File: src/rtl/data_mem_arbiter.sv
// data_mem_arbiter: round-robin arbiter that lets two requesters share one data memory.
// Ports: Clk, Reset_n (async, active-low); per requester Req/We/Addr/WData in and
// Ack/Err out; RData is the shared read-data return, valid with Ack; Busy while a
// transaction is in flight; MemAddr/MemWData/MemWrite/MemRead drive the memory and
// MemRData is its combinational read data.
module data_mem_arbiter #(
    parameter int DATA_WIDTH = 32,
    parameter int ADDR_WIDTH = 32,
    parameter int DEPTH      = 32
) (
    input  logic                  Clk,
    input  logic                  Reset_n,
    input  logic                  Req0,
    input  logic                  Req1,
    input  logic                  We0,
    input  logic                  We1,
    input  logic [ADDR_WIDTH-1:0] Addr0,
    input  logic [ADDR_WIDTH-1:0] Addr1,
    input  logic [DATA_WIDTH-1:0] WData0,
    input  logic [DATA_WIDTH-1:0] WData1,
    output logic                  Ack0,
    output logic                  Ack1,
    output logic                  Err0,
    output logic                  Err1,
    output logic [DATA_WIDTH-1:0] RData,
    output logic                  Busy,
    output logic [ADDR_WIDTH-1:0] MemAddr,
    output logic [DATA_WIDTH-1:0] MemWData,
    output logic                  MemWrite,
    output logic                  MemRead,
    input  logic [DATA_WIDTH-1:0] MemRData
);
    typedef enum logic [1:0] {IDLE, ACCESS, DONE} state_t;
    state_t state;
    logic last, owner, we, err;
    logic grant1, gnt_we, gnt_err;
    logic [ADDR_WIDTH-1:0] gnt_addr;
    logic [DATA_WIDTH-1:0] gnt_wdata;
    // port 1 wins when alone, or on a tie when port 0 was granted last
    assign grant1    = Req1 & (~Req0 | ~last);
    assign gnt_we    = grant1 ? We1 : We0;
    assign gnt_addr  = grant1 ? Addr1 : Addr0;
    assign gnt_wdata = grant1 ? WData1 : WData0;
    assign gnt_err   = {1'b0, gnt_addr} >= (ADDR_WIDTH + 1)'(DEPTH);
    assign Busy      = state != IDLE;
    always_ff @(posedge Clk or negedge Reset_n) begin
        if (!Reset_n) begin
            state    <= IDLE;
            last     <= 1'b1;
            owner    <= 1'b0;
            we       <= 1'b0;
            err      <= 1'b0;
            MemAddr  <= '0;
            MemWData <= '0;
            MemWrite <= 1'b0;
            MemRead  <= 1'b0;
            RData    <= '0;
            Ack0     <= 1'b0;
            Ack1     <= 1'b0;
            Err0     <= 1'b0;
            Err1     <= 1'b0;
        end else begin
            case (state)
                IDLE: if (Req0 | Req1) begin
                    state    <= ACCESS;
                    last     <= grant1;
                    owner    <= grant1;
                    we       <= gnt_we;
                    err      <= gnt_err;
                    MemAddr  <= gnt_addr;
                    MemWData <= gnt_wdata;
                    // out-of-range accesses never touch the memory
                    MemWrite <= gnt_we & ~gnt_err;
                    MemRead  <= ~gnt_we & ~gnt_err;
                end
                ACCESS: begin
                    state    <= DONE;
                    MemWrite <= 1'b0;
                    MemRead  <= 1'b0;
                    RData    <= (!we && !err) ? MemRData : '0;
                    Ack0     <= ~owner;
                    Ack1     <= owner;
                    Err0     <= ~owner & err;
                    Err1     <= owner & err;
                end
                default: begin
                    state <= IDLE;
                    RData <= '0;
                    Ack0  <= 1'b0;
                    Ack1  <= 1'b0;
                    Err0  <= 1'b0;
                    Err1  <= 1'b0;
                end
            endcase
        end
    end
endmodule

File: config.mk
export PLATFORM = sky130hd
export DESIGN_NAME = data_mem_arbiter
export DESIGN_NICKNAME = d
export VERILOG_FILES = /design/src/rtl/data_mem_arbiter.sv
export SDC_FILE = /design/constraint.sdc
export NUM_CORES = 1
export LEC_CHECK = 0
export ABC_AREA = 1
export CAP_MARGIN = 0
export CORE_AREA = 4 4 91 157
export CTS_CLUSTER_DIAMETER = 60
export DETAILED_ROUTE_END_ITERATION = 6
export DIE_AREA = 0 0 95 161
export PLACE_DENSITY = 0.78
export RECOVER_POWER = 50
export REMOVE_ABC_BUFFERS = 1
export SETUP_SLACK_MARGIN = 0.5
export SYNTH_ARGS = -nofsm -noshare
export SYNTH_HDL_FRONTEND = slang
export SYNTH_SLANG_ARGS = --single-unit
File: constraint.sdc
create_clock -name Clk -period 1.8 [get_ports Clk]
set_clock_uncertainty 0.15 [all_clocks]
set_input_delay 0.36 -clock Clk [delete_from_list [all_inputs] [get_ports Clk]]
set_output_delay 0.36 -clock Clk [all_outputs]
set_load 0.005 [all_outputs]
==> impl_metrics.py <==
metrics = {
    "setup_path": {
        "r2r_start": "last$_DFFE_PN1P_",
        "worstPathMaxFanout": 6,
        "worstRegToRegCells": 12,
        "r2r-end": "err$_DFFE_PN0P_",
        "start_kind": "register",
        "crit_path_end_kind": "register",
        "cp.arrival_ns": 2.02,
        "r2r_slack_ns": -0.14,
        "crit_required_ns": 1.87,
        "startpoint": "last$_DFFE_PN1P_",
        "critPathKind": "reg2reg",
    },
    "clock_network": {
        "cts_root_buf": "clkbuf_16",
        "cts_tree": "done",
        "worstSkewPairLatency_ns": 0.33,
        "cts.sinks": 108,
        "htreeDepth": 3,
        "cts_made_buffers": 9,
        "cts_buffer_depth": 2,
        "clkTransAtPathRegs_ns": 0.08,
    },
    "floorplan": {
        "start_util_pct": 38.5,
        "rows": 55,
        "die_y_um": 161,
        "die-area_um2": 15300,
        "coreArea_um2": 12900,
        "die_x_um": 95,
        "io_pins": 269,
    },
    "global_routing": {
        "grt_first_pass_wirelength_mm": 27.0,
        "grt_pass1_vias": 5147,
        "grt_antenna_before_repair": 0,
        "grt_start_max_net_pins": 53,
        "grt_overflow": 0,
        "grt_usage_pct": 22.9,
    },
    "synth": {
        "synthDominantCellAreaShare_pct": 53.8,
        "ys_seq_elements": 108,
        "syn_area_per_cell_um2": 8.02,
        "seq_area_frac_synth_pct": 54.4,
        "synth_area_um2": 4970,
        "yosysUniqueCellTypes": 18,
        "synth_top_area_cell": "dfrtp_1",
        "synth_cells": 620,
        "yosysWarnings": 0,
        "synthTopCellsByArea": "dfrtp_1, nand2_1, o21ai_0",
    },
    "job": {
        "drv_cap": 0,
    },
    "power_and_ir_drop": {
        "power_frac_clock_pct": 15.1,
        "seqPwrFrac_pct": 30.3,
        "ir_drop_uv": 775,
        "power.switching_mw": 5.16,
        "p_int_mw": 8.46,
        "p_leak_nw": 4.68,
        "p_per_area_nw_per_um2": 1470,
        "p_sw_share_pct": 37.9,
        "comb_power_share_pct": 54.6,
        "power_mw": 13.6,
    },
    "routing": {
        "met1_length_mm": 7.08,
        "ant_nets": 0,
        "wl_met2_mm": 11.6,
        "vias": 5645,
        "drtIter0Drc": 248,
        "wl_per_cell_um": 18.1,
        "via_per_inst": 4.87,
        "drc": 0,
        "highest_layer": "met4",
        "routed_wl_mm": 21.0,
        "dr.pass1.iters": 4,
        "wl_met3_mm": 1.25,
    },
    "sta": {
        "grt_setup_unrepaired": "yes",
        "fin_crit_sh_pct": 108,
        "fin_ws_ns": -0.144,
        "finalCriticalPeriod_ns": 1.94,
        "max_freq_ghz": 0.514,
        "fin_setup_tns_ns": -0.281,
        "hold_violations": 0,
        "relSlewSlack_pct": 38.2,
        "setup-violations-final": 4,
        "maxSlewViolCount": 0,
        "worst_pin_slew_ns": 0.927,
    },
    "worst_hold_path": {
        "hold_depth": 2,
        "holdPathEnd": "RData[5]$_DFFE_PN0N_",
        "holdCritStartpoint": "RData[5]$_DFFE_PN0N_",
        "hold_class": "reg2reg",
    },
    "placed_design": {
        "gp_congestion": 0.890,
        "pre_cts_ws_ns": -0.456,
        "portBuffers": 268,
        "dp_hpwl_mm": 13.3,
    },
    "layout": {
        "final_cell_mix": "clkdlybuf4s50_1, nand2_1, dfrtp_1",
        "fillers": 1046,
        "final_nets": 1149,
        "multi_input_area_um2": 2250,
        "drive_gt1_share_pct": 32.9,
        "layout_commonest_cell": "clkdlybuf4s50_1",
        "ff_latch_area_um2": 2710,
        "antenna_cells": 0,
        "syn_to_final_growth_pct": 85.9,
    },
    "status": {
        "violations": "setup timing",
        "status": "complete, but fails checks",
    },
}
Yosys cell counts:
master,count
nand2_4,2
o21ai_1,16
o21ai_0,122
nand3b_1,25
nand4_1,1
buf_4,2
clkbuf_1,15
inv_1,69
buf_6,3
buf_2,16
buf_1,1
nand3_1,4
dfrtp_1,107
nand2_1,186
nor2_1,47
dfstp_2,1
o21ai_2,1
nor2_2,2
cell type report:
cell class,count,share of cell area (%)
inverters,69,2.94
well taps,171,2.31
flip-flops and latches,108,29.2
clock buffers,10,2.58
multi-input cells,406,24.3
repair buffers,389,37.9
clock inverters,6,0.758
flip-flops by register name, summed over array words and instances, names as in the netlist, 2 cells and up:
signal and count:
MemAddr 32, MemWData 32, RData 32, state 2
worst max-delay path: stages (launching register included):
cell and delay (ns):
dfstp_2 0.57, nand2_4 0.09, nand2_8 0.13, buf_16 0.14, nand2_1 0.05, nand2_1 0.08
nand2_1 0.06, nor2_1 0.11, nand2_1 0.10, nor2_2 0.15, nand2_1 0.08, nand2_1 0.07
nand2_1 0.05
per-stage QoR:
stage | utilization [%] | cell area, um2 | instances | hold slack (ns)
6_report | 71.5 | 9250 | 1159 | 0.334
5_1_grt | 71.5 | 9250 | 1159 | 0.344
4_1_cts | 62.8 | 8130 | 1089 | 0.263
3_5_place_dp | 62.2 | 8050 | 1052 | 0.0866
3_3_place_gp | 62.2 | 8050 | 1052 | 0.0872
2_1_floorplan | - | 4790 | 583 | -0.0856
power by group through the flow:
stage / Combinational (mW) / Sequential (mW) / Clock (mW)
5_1_grt: 7.99 / 4.24 / 2.21
6_report: 7.44 / 4.13 / 2.05
3_3_place_gp: 5.50 / 4.10 / 0
4_1_cts: 5.19 / 4.05 / 2.08
2_1_floorplan: 1.79 / 4.14 / 0
3_5_place_dp: 5.60 / 4.12 / 0
cells by family (layout without fill, tap and decap cells):
family / after synthesis / after routing / share of synthesized area (%)
AOI/OAI and AO/OA: 139 / 139 / 14.1
DFF: 108 / 108 / 54.4
buffers and inverters: 106 / 474 / 9.00
and+or+nand+nor: 267 / 267 / 22.6
what timing repair did:
action | in CTS | in global routing
pin swaps | 5 | 33
gates resized for setup | 466 | 221
endpoints found under the hold margin | 13 | 0
cloned | 2 | 13
hold buffers | 1 | 0
setup endpoints to repair | 210 | 210
setup buffers | 18 | 57
per-layer routing:
metal	GRT usage, %	vias to the layer above
li1	-	2681
met2	41.2	222
met4	10.3	0
met1	26.3	2688
met5	0	-
met3	3.08	54
how the worst max path moves through the flow:
stage                           endpoint  slack, ns  cells after the start
global route             err$_DFFE_PN0P_      -0.27                     12
global placement         err$_DFFE_PN0P_      -0.42                     13
detailed placement       err$_DFFE_PN0P_      -0.46                     13
CTS                      err$_DFFE_PN0P_      -0.05                     12
finish                   err$_DFFE_PN0P_      -0.14                     12
floorplan           MemWrite$_DFFE_PN0P_      -2.33                      6
No activity file was read; power rests on OpenSTA's default activity.
